--- config.mk ---
export PLATFORM = sky130hd
export DESIGN_NAME = async_fifo_rd_ctrl
export DESIGN_NICKNAME = d
export VERILOG_FILES = /design/src/rtl/async_fifo_rd_ctrl.sv
export SDC_FILE = /design/constraint.sdc
export NUM_CORES = 1
export LEC_CHECK = 0
export BUFFER_PORTS_ARGS = -buffer_cell sky130_fd_sc_hd__buf_2
export CELL_PAD_IN_SITES_DETAIL_PLACEMENT = 1
export CELL_PAD_IN_SITES_GLOBAL_PLACEMENT = 1
export CORE_MARGIN = 10
export CORE_UTILIZATION = 37
export CTS_CLUSTER_SIZE = 28
export DETAILED_ROUTE_END_ITERATION = 8
export PLACE_DENSITY = 0.93
export REMOVE_ABC_BUFFERS = 1
export SLEW_MARGIN = 20
export SYNTH_ARGS = -nofsm -noshare
export SYNTH_HDL_FRONTEND = slang
export SYNTH_SLANG_ARGS = --single-unit
export TNS_END_PERCENT = 100
--- constraint.sdc ---
create_clock -name rclk -period 5.7 [get_ports rclk]
set_input_delay 0.57 -clock rclk [delete_from_list [all_inputs] [get_ports rclk]]
set_output_delay 0.57 -clock rclk [all_outputs]
set_load 0.02 [all_outputs]
--- src/rtl/async_fifo_rd_ctrl.sv ---
// Read-side controller of the dual-clock FIFO: gray/binary read pointer, empty
// detection, fill level, and a one-entry prefetch register with valid/ready output.
module async_fifo_rd_ctrl #(
  parameter int ADDR_WIDTH = 3,
  parameter int DATA_WIDTH = 8
) (
  input  logic                  rclk,
  input  logic                  rreset,
  input  logic [ADDR_WIDTH:0]   r_wptr,
  output logic [ADDR_WIDTH:0]   rptr,
  output logic [ADDR_WIDTH-1:0] raddr,
  input  logic [DATA_WIDTH-1:0] mem_rdata,
  output logic                  m_valid,
  input  logic                  m_ready,
  output logic [DATA_WIDTH-1:0] m_data,
  output logic                  rempty,
  output logic [ADDR_WIDTH:0]   rlevel,
  output logic                  rerr
);

  localparam int PW = ADDR_WIDTH + 1;
  localparam logic [PW-1:0] DEPTH_C = {1'b1, {ADDR_WIDTH{1'b0}}};
  localparam logic [PW-1:0] ONE_C   = {{ADDR_WIDTH{1'b0}}, 1'b1};

  function automatic logic [PW-1:0] bin2gray(input logic [PW-1:0] b);
    return b ^ (b >> 1);
  endfunction

  function automatic logic [PW-1:0] gray2bin(input logic [PW-1:0] g);
    logic [PW-1:0] b;
    b[PW-1] = g[PW-1];
    for (int i = PW - 2; i >= 0; i--) begin
      b[i] = b[i+1] ^ g[i];
    end
    return b;
  endfunction

  logic [PW-1:0] rbin_r;
  logic [PW-1:0] rbin_next_s;
  logic [PW-1:0] wbin_s;
  logic [PW-1:0] rlevel_s;
  logic          rempty_s;
  logic          fetch_s;

  // Empty/level decode and the fetch decision for this cycle
  always_comb begin
    rbin_next_s = rbin_r + ONE_C;
    wbin_s      = gray2bin(r_wptr);
    rlevel_s    = wbin_s - rbin_r;
    rempty_s    = (rptr == r_wptr);
    fetch_s     = !rempty_s && (!m_valid || m_ready);
  end

  assign raddr  = rbin_r[ADDR_WIDTH-1:0];
  assign rempty = rempty_s;
  assign rlevel = rlevel_s;

  // Pointer, prefetch register and sticky error state
  always_ff @(posedge rclk) begin
    if (rreset) begin
      rbin_r  <= {PW{1'b0}};
      rptr    <= {PW{1'b0}};
      m_valid <= 1'b0;
      m_data  <= {DATA_WIDTH{1'b0}};
      rerr    <= 1'b0;
    end else begin
      if (fetch_s) begin
        m_data  <= mem_rdata;
        m_valid <= 1'b1;
        rbin_r  <= rbin_next_s;
        rptr    <= bin2gray(rbin_next_s);
      end else if (m_valid && m_ready) begin
        m_valid <= 1'b0;
      end else begin
        m_valid <= m_valid;
      end
      // A level above depth can only come from a corrupted pointer
      if (rlevel_s > DEPTH_C) begin
        rerr <= 1'b1;
      end else begin
        rerr <= rerr;
      end
    end
  end

endmodule

==> results of run 1 <==
==> registers in the layout (all words and copies together) (netlist names) <==
name	cells
m_valid	1
rptr	4
rerr	1
rbin_r	3
m_data	8
==> worst min path at each step <==
stage                       startpoint   endpoint  slack, ns  depth (start not counted)
after global routing      mem_rdata[4]  m_data[4]       0.52                          3
after floorplan              m_data[0]  m_data[0]       0.59                          2
after detailed placement     m_data[2]  m_data[2]       0.49                          2
after global placement       m_data[0]  m_data[0]       0.47                          2
after CTS                 mem_rdata[2]  m_data[2]       0.50                          3
final                     mem_rdata[2]  m_data[2]       0.50                          3
==> cell families after synthesis <==
group           Yosys count  synth area share
xor+xnor                 15             0.154
compound gates           10            0.0903
simple gates             22             0.117
flops                    17             0.378
buf+inv                  10            0.0500
fa+ha+maj                 5            0.0778
mux                      12             0.133
==> worst max-delay path, cell delays in order <==
cell and delay [ns]:
sky130_fd_sc_hd__buf_2 0.12, sky130_fd_sc_hd__xor2_1 0.19, sky130_fd_sc_hd__xnor2_1 0.35, sky130_fd_sc_hd__xor2_1 0.12, sky130_fd_sc_hd__ha_1 0.24, sky130_fd_sc_hd__fa_1 0.40
sky130_fd_sc_hd__xnor2_1 0.20, sky130_fd_sc_hd__buf_2 0.20
==> routing by layer <==
layer / track usage / vias to the layer above / wire length (um)
met5: 0 / - / 0
met4: 0.0310 / 0 / 10
met3: 0.0499 / 2 / 237
met2: 0.172 / 31 / 1170
met1: 0.103 / 356 / 1050
li1: - / 380 / -
==> power by group through the flow <==
stage / combinational (mW) / clock (mW) / sequential (mW)
6_report: 0.188 / 0.0660 / 0.155
4_1_cts: 0.192 / 0.0685 / 0.156
3_3_place_gp: 0.178 / 0 / 0.157
5_1_grt: 0.204 / 0.0748 / 0.159
2_1_floorplan: 0.107 / 0 / 0.177
3_5_place_dp: 0.191 / 0 / 0.159
==> cell type report <==
type                    instances  area, um^2
repair buffers                 37         191
clock buffers                   4        26.3
fillers                       289        1140
flip-flops and latches         17         340
multi-input cells              64         515
well taps                      28        35.0
inverters                       7        26.3
==> through the flow <==
step | std cells | cell area, um^2 | power (mW) | hold WS [ns] | util
after floorplan | 88 | 882 | 0.284 | 0.586 | -
after global placement | 152 | 1100 | 0.335 | 0.469 | 0.482
after detailed placement | 153 | 1110 | 0.350 | 0.486 | 0.487
after CTS | 157 | 1130 | 0.416 | 0.501 | 0.499
after global routing | 157 | 1130 | 0.439 | 0.517 | 0.499
final | 157 | 1130 | 0.409 | 0.504 | 0.499
==> cell usage in the layout, fill, tap and decap left out <==
cell type	Yosys	routed
sky130_fd_sc_hd__ha_1	4	4
sky130_fd_sc_hd__o41ai_1	1	1
sky130_fd_sc_hd__mux2i_1	12	12
sky130_fd_sc_hd__o21ai_0	2	2
sky130_fd_sc_hd__nand2b_1	2	2
sky130_fd_sc_hd__xor2_1	6	6
sky130_fd_sc_hd__nor2b_1	1	1
sky130_fd_sc_hd__a211oi_1	1	1
sky130_fd_sc_hd__dfxtp_1	17	17
sky130_fd_sc_hd__buf_2	0	36
sky130_fd_sc_hd__nor4_1	1	1
sky130_fd_sc_hd__nand3_1	1	1
sky130_fd_sc_hd__or3_1	2	2
sky130_fd_sc_hd__buf_6	1	1
sky130_fd_sc_hd__nor2_1	14	14
sky130_fd_sc_hd__xnor2_1	8	8
sky130_fd_sc_hd__nor4bb_1	1	1
sky130_fd_sc_hd__a21boi_0	1	1
sky130_fd_sc_hd__o21ai_1	1	1
sky130_fd_sc_hd__fa_1	1	1
sky130_fd_sc_hd__clkbuf_1	1	1
sky130_fd_sc_hd__xor2_2	1	1
sky130_fd_sc_hd__o41ai_4	1	1
sky130_fd_sc_hd__clkbuf_4	0	3
sky130_fd_sc_hd__inv_1	7	7
sky130_fd_sc_hd__a21oi_1	3	3
==> impl_metrics.tcl, run 1 <==
set metrics [dict create \
    yosysMostFrequentCell "sky130_fd_sc_hd__dfxtp_1" \
    worst_clock_skew_ns 0.00813 \
    start_kind "input port" \
    drt_pre_antenna_iters 2 \
    antenna-diode-count 0 \
    finalCriticalPeriod_ns 2.96 \
    postCtsHoldBufs 0 \
    antenna_found_initial 0 \
    vias_in_the_first_global_route 919 \
    die_h_um 69.3 \
    unrepaired_setup_endpoints_after_global_routing "false" \
    fmax_mhz 338 \
    slack_of_the_critical_path_ns 2.74 \
    timing.critical_path.to_type "output pin" \
    top_ports 37 \
    post_synth_main_area_contributors "sky130_fd_sc_hd__dfxtp_1, sky130_fd_sc_hd__mux2i_1, sky130_fd_sc_hd__xnor2_1" \
    synth_commonest_cells "sky130_fd_sc_hd__dfxtp_1, sky130_fd_sc_hd__nor2_1, sky130_fd_sc_hd__mux2i_1" \
    yosysWarnings 0 \
    die_area_um2 4810 \
    netSwitchingFraction 0.416 \
    postSynth.asyncResetShare 0 \
    numPortBuffers 36 \
    timing.reg2reg.setup_slack_ns 3.61 \
    routed_wire_length_per_instance_um 15.7 \
    clock-sinks 17 \
    areaGrowthSynthToFinish_pct 26.0 \
    synth.cell_area_um2 901 \
    vias 769 \
    antenna_left 0 \
    coreArea_um2 2280 \
    postSynthAreaPerCell_um2 9.90 \
    insertion_delay_ns 0.29 \
    timing.critical_path.required_ns 5.13 \
    synth-edff-count 0 \
    total_switching_power_uw 170 \
    power_leakage_nw 0.553 \
    setup_viol 0 \
    timing.final.hold_violations 0 \
    cts_tree "built" \
    synth-seq-area-share 0.378 \
    cts.path.max_buffers 2 \
    syn-instance-count 91 \
    cts_htree_levels 1 \
    fin_setup_tns_ns 0 \
    ctsResizeCount 0 \
    cts.reportedPaths.clkPinSlew_ns 0.11 \
    r2r_end "m_data[1]" \
    final_min_period_over_clock_period 0.519 \
    path_class "in -> out" \
    grt-ovfl-total 0 \
    outcome "complete, no violations" \
    cts.root.buffer_cell "sky130_fd_sc_hd__clkbuf_4" \
    ys_seq_elements 17 \
    rr_startpoint "rptr[3]" \
    yosys.area.top_type "sky130_fd_sc_hd__dfxtp_1" \
    maximum_number_of_pins_on_one_net_before_global_route_repair 18 \
    yosysUniqueCellTypes 25 \
    combinational_power_share 0.459 \
    row_count 17 \
    gp_congestion 0.885 \
    fraction_of_layout_instances_using_a_drive_strength_above_1 0.326 \
    worstPathMaxFanout 3 \
    design.final.nets 150 \
    ys.flop_type "sky130_fd_sc_hd__dfxtp_1" \
    clock_power_share 0.161 \
    worstSetupEndpoint "rlevel[2]" \
    p_per_area_nw_per_um2 360 \
    share_seq_of_total_power 0.380 \
    yosysTopAreaCellShare 0.378 \
    grt.total_usage 0.100 \
    class_of_the_tightest_hold_or_removal_check "in -> reg" \
    ir_drop_mv 0.194 \
    number_of_buffers_inserted_to_repair_setup_after_cts 0 \
    route.detailed.drc 0 \
    dr.first_iter.drc_count 3 \
    maxSlewViolCount 0 \
    dp_worst_setup_slack_ns 2.72 \
    critical_path_arrival_ns 2.39 \
    routed_via_density 4.90 \
    hpwlAfterDp_um 2040 \
    critical_path.startpoint "r_wptr[3]" \
    cts_buffers 3 \
    cellInternalPower_uw 239 \
    first_pass_grt_wire_length_um 4150 \
    die_w_um 69.3 \
    initial_utilization 0.396 \
    route.final.wire_length_um 2460 \
    worst_r2r_path_depth 5 \
    timing_worst_slew_pin_value_ns 0.811 \
    max_cap_viol_count 0 \
    timing.slew.headroom 0.457 \
]
(Power assumes the default switching activity.)
==> run 2: changes to the inputs <==
--- a/config.mk
+++ b/config.mk
@@ -9,10 +9,10 @@
 export CELL_PAD_IN_SITES_DETAIL_PLACEMENT = 1
 export CELL_PAD_IN_SITES_GLOBAL_PLACEMENT = 1
 export CORE_MARGIN = 10
-export CORE_UTILIZATION = 37
+export CORE_UTILIZATION = 31
 export CTS_CLUSTER_SIZE = 28
 export DETAILED_ROUTE_END_ITERATION = 8
-export PLACE_DENSITY = 0.93
+export PLACE_DENSITY = 0.84
 export REMOVE_ABC_BUFFERS = 1
 export SLEW_MARGIN = 20
 export SYNTH_ARGS = -nofsm -noshare
==> constraint.sdc (replaced) <==
create_clock -name rclk -period 2.4 [get_ports rclk]
set_input_delay 0.24 -clock rclk [delete_from_list [all_inputs] [get_ports rclk]]
set_output_delay 0.24 -clock rclk [all_outputs]
set_load 0.02 [all_outputs]
==> run 2 against run 1 <==
  * Register-to-register slack got worse by 3.0 ns
  * Wire length fell by 4.1%
  * Total power rose by 130%
  * Die area rose by 14%
  * Sequential share of layout area fell by 0.20 points
  * Final cell count rose by 1.9%
  * Critical endpoint unchanged
==> impl_metrics.tcl, run 2 (same netlist as run 1, synthesis figures left out) <==
set metrics [dict create \
    postCtsHoldBufs 0 \
    start_kind "input port" \
    grt.total_usage 0.0895 \
    timing_worst_slew_pin_value_ns 0.345 \
    post-route-util 0.414 \
    top_ports 37 \
    maxSlewViolCount 0 \
    ir_drop_mv 0.349 \
    worstSetupEndpoint "rlevel[2]" \
    routed_via_density 4.82 \
    cts.root.buffer_cell "sky130_fd_sc_hd__clkbuf_4" \
    coreArea_um2 2760 \
    max_cap_viol_count 0 \
    rr_startpoint "rptr[3]" \
    ff_latch_area_um2 340 \
    first_pass_grt_wire_length_um 3930 \
    registers.top_by_ff_count "m_data" \
    routed_wire_length_per_instance_um 14.8 \
    worst_clock_skew_ns 0.00204 \
    route.detailed.drc 0 \
    vias 771 \
    fin_setup_tns_ns 0 \
    worstPathMaxFanout 3 \
    multi_input_area_um2 523 \
    cts_htree_levels 1 \
    insertion_delay_ns 0.29 \
    gp_congestion 0.849 \
    vias_in_the_first_global_route 864 \
    worst_r2r_path_depth 5 \
    timing.critical_path.required_ns 2.16 \
    cell_count_of_the_worst_hold_path 3 \
    antenna_found_initial 0 \
    clock-sinks 17 \
    outcome "complete, no violations" \
    maximum_number_of_pins_on_one_net_before_global_route_repair 18 \
    slack_of_the_critical_path_ns 0.145 \
    fraction_of_layout_instances_using_a_drive_strength_above_1 0.333 \
    cts_tree "built" \
    row_count 19 \
    dp_worst_setup_slack_ns 0.0460 \
    critical_path_arrival_ns 2.01 \
    p_per_area_nw_per_um2 840 \
    path_class "in -> out" \
    most-common-layout-cells "sky130_fd_sc_hd__buf_2, sky130_fd_sc_hd__dfxtp_1, sky130_fd_sc_hd__nor2_1, sky130_fd_sc_hd__mux2i_1" \
    fillerInstances 347 \
    timing.reg2reg.setup_slack_ns 0.65 \
    number_of_buffers_inserted_to_repair_setup_after_cts 0 \
    final_cells 160 \
    drt_pre_antenna_iters 2 \
    cts.reportedPaths.clkPinSlew_ns 0.09 \
    grt-ovfl-total 0 \
    r2r_end "rptr[3]" \
    initial_utilization 0.327 \
    dr.first_iter.drc_count 20 \
    hpwlAfterDp_um 1940 \
    max_reg_flops 8 \
    timing.critical_path.to_type "output pin" \
    cts_buffers 3 \
    die_h_um 73.9 \
    power_leakage_nw 0.557 \
    design_power_total_uw 960 \
    die_w_um 73.9 \
    dp.cells 156 \
    class_of_the_tightest_hold_or_removal_check "in -> reg" \
    timing.final.hold_violations 0 \
    unrepaired_setup_endpoints_after_global_routing "false" \
    fmax_mhz 444 \
    cts.path.max_buffers 2 \
    final_min_period_over_clock_period 0.939 \
    numPortBuffers 36 \
    route.final.wire_length_um 2360 \
    design.final.nets 150 \
    finalCriticalPeriod_ns 2.25 \
    setup_viol 0 \
    areaGrowthSynthToFinish_pct 26.8 \
    timing.slew.headroom 0.768 \
    critical_path.startpoint "r_wptr[3]" \
    die_area_um2 5460 \
    antenna_left 0 \
    reg_top3 "m_data x8, rptr x4, rbin_r x3" \
    antenna-diode-count 0 \
    most_common_cell_after_layout_fill_and_taps_aside "sky130_fd_sc_hd__buf_2" \
]
-- run 2: changes by cell type in the layout (fill, tap and decap cells not counted) --
| cell | delta |
|---|---|
| sky130_fd_sc_hd__buf_4 | +1 |
| sky130_fd_sc_hd__buf_6 | -1 |
| sky130_fd_sc_hd__xnor2_1 | -1 |
| sky130_fd_sc_hd__xnor2_2 | +1 |
-- run 2: final cells by class --
| class | count | area share |
|---|---|---|
| multi-input combinational | 64 | 0.458 |
| sequential | 17 | 0.298 |
| timing repair buffer | 37 | 0.164 |
| tap | 31 | 0.0340 |
| clock buffer | 4 | 0.0230 |
| inverter | 7 | 0.0230 |
-- run 2: metrics by stage --
stage | cell area (um^2) | hold WS, ns
5_1_grt | 1140 | 0.172
3_3_place_gp | 1110 | 0.469
4_1_cts | 1130 | 0.160
6_report | 1140 | 0.175
2_1_floorplan | 882 | 0.309
3_5_place_dp | 1110 | 0.484
-- run 2: layer usage --
layer	vias up	GRT usage	share of wire
li1	380	-	-
met1	357	0.103	0.42
met2	32	0.132	0.44
met3	2	0.0538	0.13
met4	0	0.0373	0.0089
met5	-	0	0
-- run 2: how the worst min path moves through the flow --
stage	end	from	slack, ns
6_report	m_data[5]	mem_rdata[5]	0.17
5_1_grt	m_data[4]	mem_rdata[4]	0.17
4_1_cts	m_data[5]	mem_rdata[5]	0.16
3_5_place_dp	m_data[2]	mem_rdata[2]	0.48
3_3_place_gp	m_data[4]	m_data[4]	0.47
2_1_floorplan	m_valid	rreset	0.31
-- run 2: worst max-delay path, stage by stage --
cell and delay, ns:
sky130_fd_sc_hd__buf_2 0.12, sky130_fd_sc_hd__xor2_1 0.29, sky130_fd_sc_hd__xnor2_2 0.15, sky130_fd_sc_hd__xor2_1 0.17, sky130_fd_sc_hd__ha_1 0.23, sky130_fd_sc_hd__fa_1 0.39
sky130_fd_sc_hd__xnor2_1 0.22, sky130_fd_sc_hd__buf_2 0.21
-- run 2: report_power, final --
| group | total [mW] | switching [mW] | internal, mW |
|---|---|---|---|
| Clock | 0.153 | 0.0887 | 0.0647 |
| Sequential | 0.369 | 0.0444 | 0.324 |
| Combinational | 0.438 | 0.262 | 0.175 |
| Total | 0.960 | 0.395 | 0.564 |
-- run 2: what timing repair did --
action	4_1_cts	5_1_grt
endpoints found under the setup margin	0	2
resized for setup	0	1
hold endpoints to repair	0	0
==> run 3: changes to the inputs <==
--- a/config.mk
+++ b/config.mk
@@ -5,14 +5,15 @@
 export SDC_FILE = /design/constraint.sdc
 export NUM_CORES = 1
 export LEC_CHECK = 0
-export BUFFER_PORTS_ARGS = -buffer_cell sky130_fd_sc_hd__buf_2
+export ABC_AREA = 1
 export CELL_PAD_IN_SITES_DETAIL_PLACEMENT = 1
 export CELL_PAD_IN_SITES_GLOBAL_PLACEMENT = 1
 export CORE_MARGIN = 10
-export CORE_UTILIZATION = 31
+export CORE_UTILIZATION = 37
 export CTS_CLUSTER_SIZE = 28
 export DETAILED_ROUTE_END_ITERATION = 8
-export PLACE_DENSITY = 0.84
+export DONT_BUFFER_PORTS = 1
+export PLACE_DENSITY = 0.82
 export REMOVE_ABC_BUFFERS = 1
 export SLEW_MARGIN = 20
 export SYNTH_ARGS = -nofsm -noshare
==> run 3 against run 2 <==
  * Clock skew grew 0.0016 ns
  * Sequential power is essentially flat
  * Sequential share of layout area grew 1.9 points
  * Worst setup slack gained 0.15 ns
  * First-iteration DRC count shrank 15%
  * Combinational power shrank 39%
  * Utilization grew 1.5 points
  * Critical path depth is the same
  * Synthesized cell count grew 52%
  * Critical endpoint unchanged
==> impl_metrics.tcl, run 3 <==
set metrics [dict create \
    outcome "complete, no violations" \
    synth-edff-count 0 \
    insertion_delay_ns 0.30 \
    timing.reg2reg.setup_slack_ns 0.58 \
    max_cap_viol_count 0 \
    synth.cell_area_um2 973 \
    most-common-layout-cells "sky130_fd_sc_hd__nand2_1, sky130_fd_sc_hd__inv_1, sky130_fd_sc_hd__nand3_1, sky130_fd_sc_hd__a21oi_1, sky130_fd_sc_hd__dfxtp_1" \
    p_per_area_nw_per_um2 734 \
    grt.total_usage 0.113 \
    dp.cells 168 \
    row_count 18 \
    post_synth_main_area_contributors "sky130_fd_sc_hd__dfxtp_1, sky130_fd_sc_hd__nand2_1, sky130_fd_sc_hd__nand3_1" \
    cts.reportedPaths.clkPinSlew_ns 0.09 \
    design.final.nets 165 \
    most_common_cell_after_layout_fill_and_taps_aside "sky130_fd_sc_hd__nand2_1" \
    fin_setup_tns_ns 0 \
    synth_commonest_cells "sky130_fd_sc_hd__nand2_1, sky130_fd_sc_hd__inv_1, sky130_fd_sc_hd__nand3_1" \
    ys_seq_elements 17 \
    vias_in_the_first_global_route 1001 \
    critical_path.startpoint "r_wptr[3]" \
    top_ports 37 \
    yosysTopAreaCellShare 0.350 \
    cts_htree_levels 1 \
    maxSlewViolCount 0 \
    grt-ovfl-total 0 \
    vias 881 \
    antenna_left 0 \
    fmax_mhz 476 \
    r2r_end "rerr" \
    finalCriticalPeriod_ns 2.10 \
    rr_startpoint "rbin_r[1]" \
    timing.critical_path.required_ns 2.16 \
    ys.flop_type "sky130_fd_sc_hd__dfxtp_1" \
    cts.path.max_buffers 2 \
    fraction_of_layout_instances_using_a_drive_strength_above_1 0.104 \
    worst_r2r_path_depth 8 \
    power_leakage_nw 0.520 \
    die_area_um2 5080 \
    timing_worst_slew_pin_value_ns 0.604 \
    cts.root.buffer_cell "sky130_fd_sc_hd__clkbuf_4" \
    design_power_total_uw 788 \
    routed_via_density 5.06 \
    ir_drop_mv 0.387 \
    cts_tree "built" \
    start_kind "input port" \
    coreArea_um2 2500 \
    syn-instance-count 138 \
    route.detailed.drc 0 \
    drt_pre_antenna_iters 3 \
    yosysWarnings 0 \
    worst_clock_skew_ns 0.00365 \
    worst_hold_slack_ns 0.0945 \
    die_h_um 71.3 \
    setup_viol 0 \
    post-route-util 0.429 \
    timing.critical_path.to_type "output pin" \
    antenna_found_initial 0 \
    gp_congestion 0.887 \
    maximum_number_of_pins_on_one_net_before_global_route_repair 19 \
    yosys.area.top_type "sky130_fd_sc_hd__dfxtp_1" \
    postSynthAreaPerCell_um2 7.05 \
    reg_top3 "m_data x8, rptr x4, rbin_r x3" \
    dr.first_iter.drc_count 17 \
    die_w_um 71.3 \
    worstSetupEndpoint "rlevel[2]" \
    synth-seq-area-share 0.350 \
    worstPathMaxFanout 3 \
    timing.slew.headroom 0.595 \
    registers.top_by_ff_count "m_data" \
    routed_wire_length_per_instance_um 15.9 \
    antenna-diode-count 0 \
    timing.final.hold_violations 0 \
    clock-sinks 17 \
    class_of_the_tightest_hold_or_removal_check "in -> reg" \
    hpwlAfterDp_um 2170 \
    final_cells 174 \
    yosysMostFrequentCell "sky130_fd_sc_hd__nand2_1" \
    number_of_buffers_inserted_to_repair_setup_after_cts 0 \
    path_class "in -> out" \
    final_min_period_over_clock_period 0.875 \
    initial_utilization 0.389 \
    max_reg_flops 8 \
    first_pass_grt_wire_length_um 4700 \
    numPortBuffers 0 \
    yosysUniqueCellTypes 21 \
    areaGrowthSynthToFinish_pct 10.3 \
    critical_path_arrival_ns 1.86 \
    route.final.wire_length_um 2770 \
    postSynth.asyncResetShare 0 \
    unrepaired_setup_endpoints_after_global_routing "false" \
    cts_buffers 3 \
]
run 3: cell count changes in the layout (fill, tap and decap cells not counted), sizes merged, moves of 3 or more:
cell / before / now
a21oi: 3 / 17
buf: 37 / 5
inv: 7 / 23
mux2i: 12 / 0
nand2: 0 / 41
nand3: 1 / 18
nor2: 14 / 3
o21ai: 3 / 0
xnor2: 8 / 3
xor2: 7 / 4
run 3: logic make-up (layout without fill, tap and decap cells):
kind of cell / after synthesis / in the layout / synth area share
flops: 17 / 17 / 0.350
xor+xnor: 7 / 7 / 0.0707
buf+inv: 28 / 34 / 0.118
fa+ha+maj: 5 / 5 / 0.0720
compound gates: 17 / 17 / 0.0874
simple gates: 64 / 64 / 0.302
run 3: repair_timing:
item / 4_1_cts / 5_1_grt
setup endpoints to repair: 0 / 1
endpoints found under the hold margin: 14 / 0
hold buffers: 2 / 0
gates resized for setup: 0 / 1
run 3: critical path, stage by stage:
cell                     delay (ns)
sky130_fd_sc_hd__xor2_2        0.21
sky130_fd_sc_hd__xor2_2        0.25
sky130_fd_sc_hd__xor2_1        0.18
sky130_fd_sc_hd__inv_1         0.06
sky130_fd_sc_hd__ha_1          0.20
sky130_fd_sc_hd__fa_1          0.39
sky130_fd_sc_hd__xor2_1        0.16
sky130_fd_sc_hd__inv_1         0.16
run 3: final cells by class:
class                      count  area, um^2
fill                         323        1430
multi-input combinational     93         526
sequential                    17         340
inverter                      23        86.3
timing repair buffer           7        57.6
tap                           30        37.5
clock buffer                   4        26.3
run 3: stage by stage:
step | worst slack [ns] | area [um^2]
floorplan | 0.377 | 945
global placement | 0.310 | 1020
detailed placement | 0.179 | 1020
CTS | 0.178 | 1070
global route | 0.0836 | 1070
finish | 0.299 | 1070
run 3: how the worst min path moves through the flow:
| stage | cells past startpoint | from | to |
|---|---|---|---|
| final | 3 | rreset | m_valid |
| after global routing | 3 | rreset | rbin_r[0] |
| after CTS | 3 | rreset | rbin_r[0] |
| after detailed placement | 1 | rreset | rbin_r[1] |
| after global placement | 1 | rreset | m_data[0] |
| after floorplan | 1 | rreset | m_data[0] |
run 3: power breakdown:
group	total (mW)	switching [mW]	internal [mW]	leakage [nW]
Combinational	0.266	0.176	0.0906	0.365
Clock	0.155	0.0897	0.0648	0.0150
Sequential	0.367	0.0546	0.313	0.141
run 3: per-layer routing:
layer | global-route usage | part of all wire | up-vias
met2 | 0.190 | 0.50 | 31
met3 | 0.0606 | 0.12 | 3
met4 | 0.0409 | 0.010 | 0
met1 | 0.115 | 0.38 | 408
met5 | 0 | 0 | -
li1 | - | - | 439
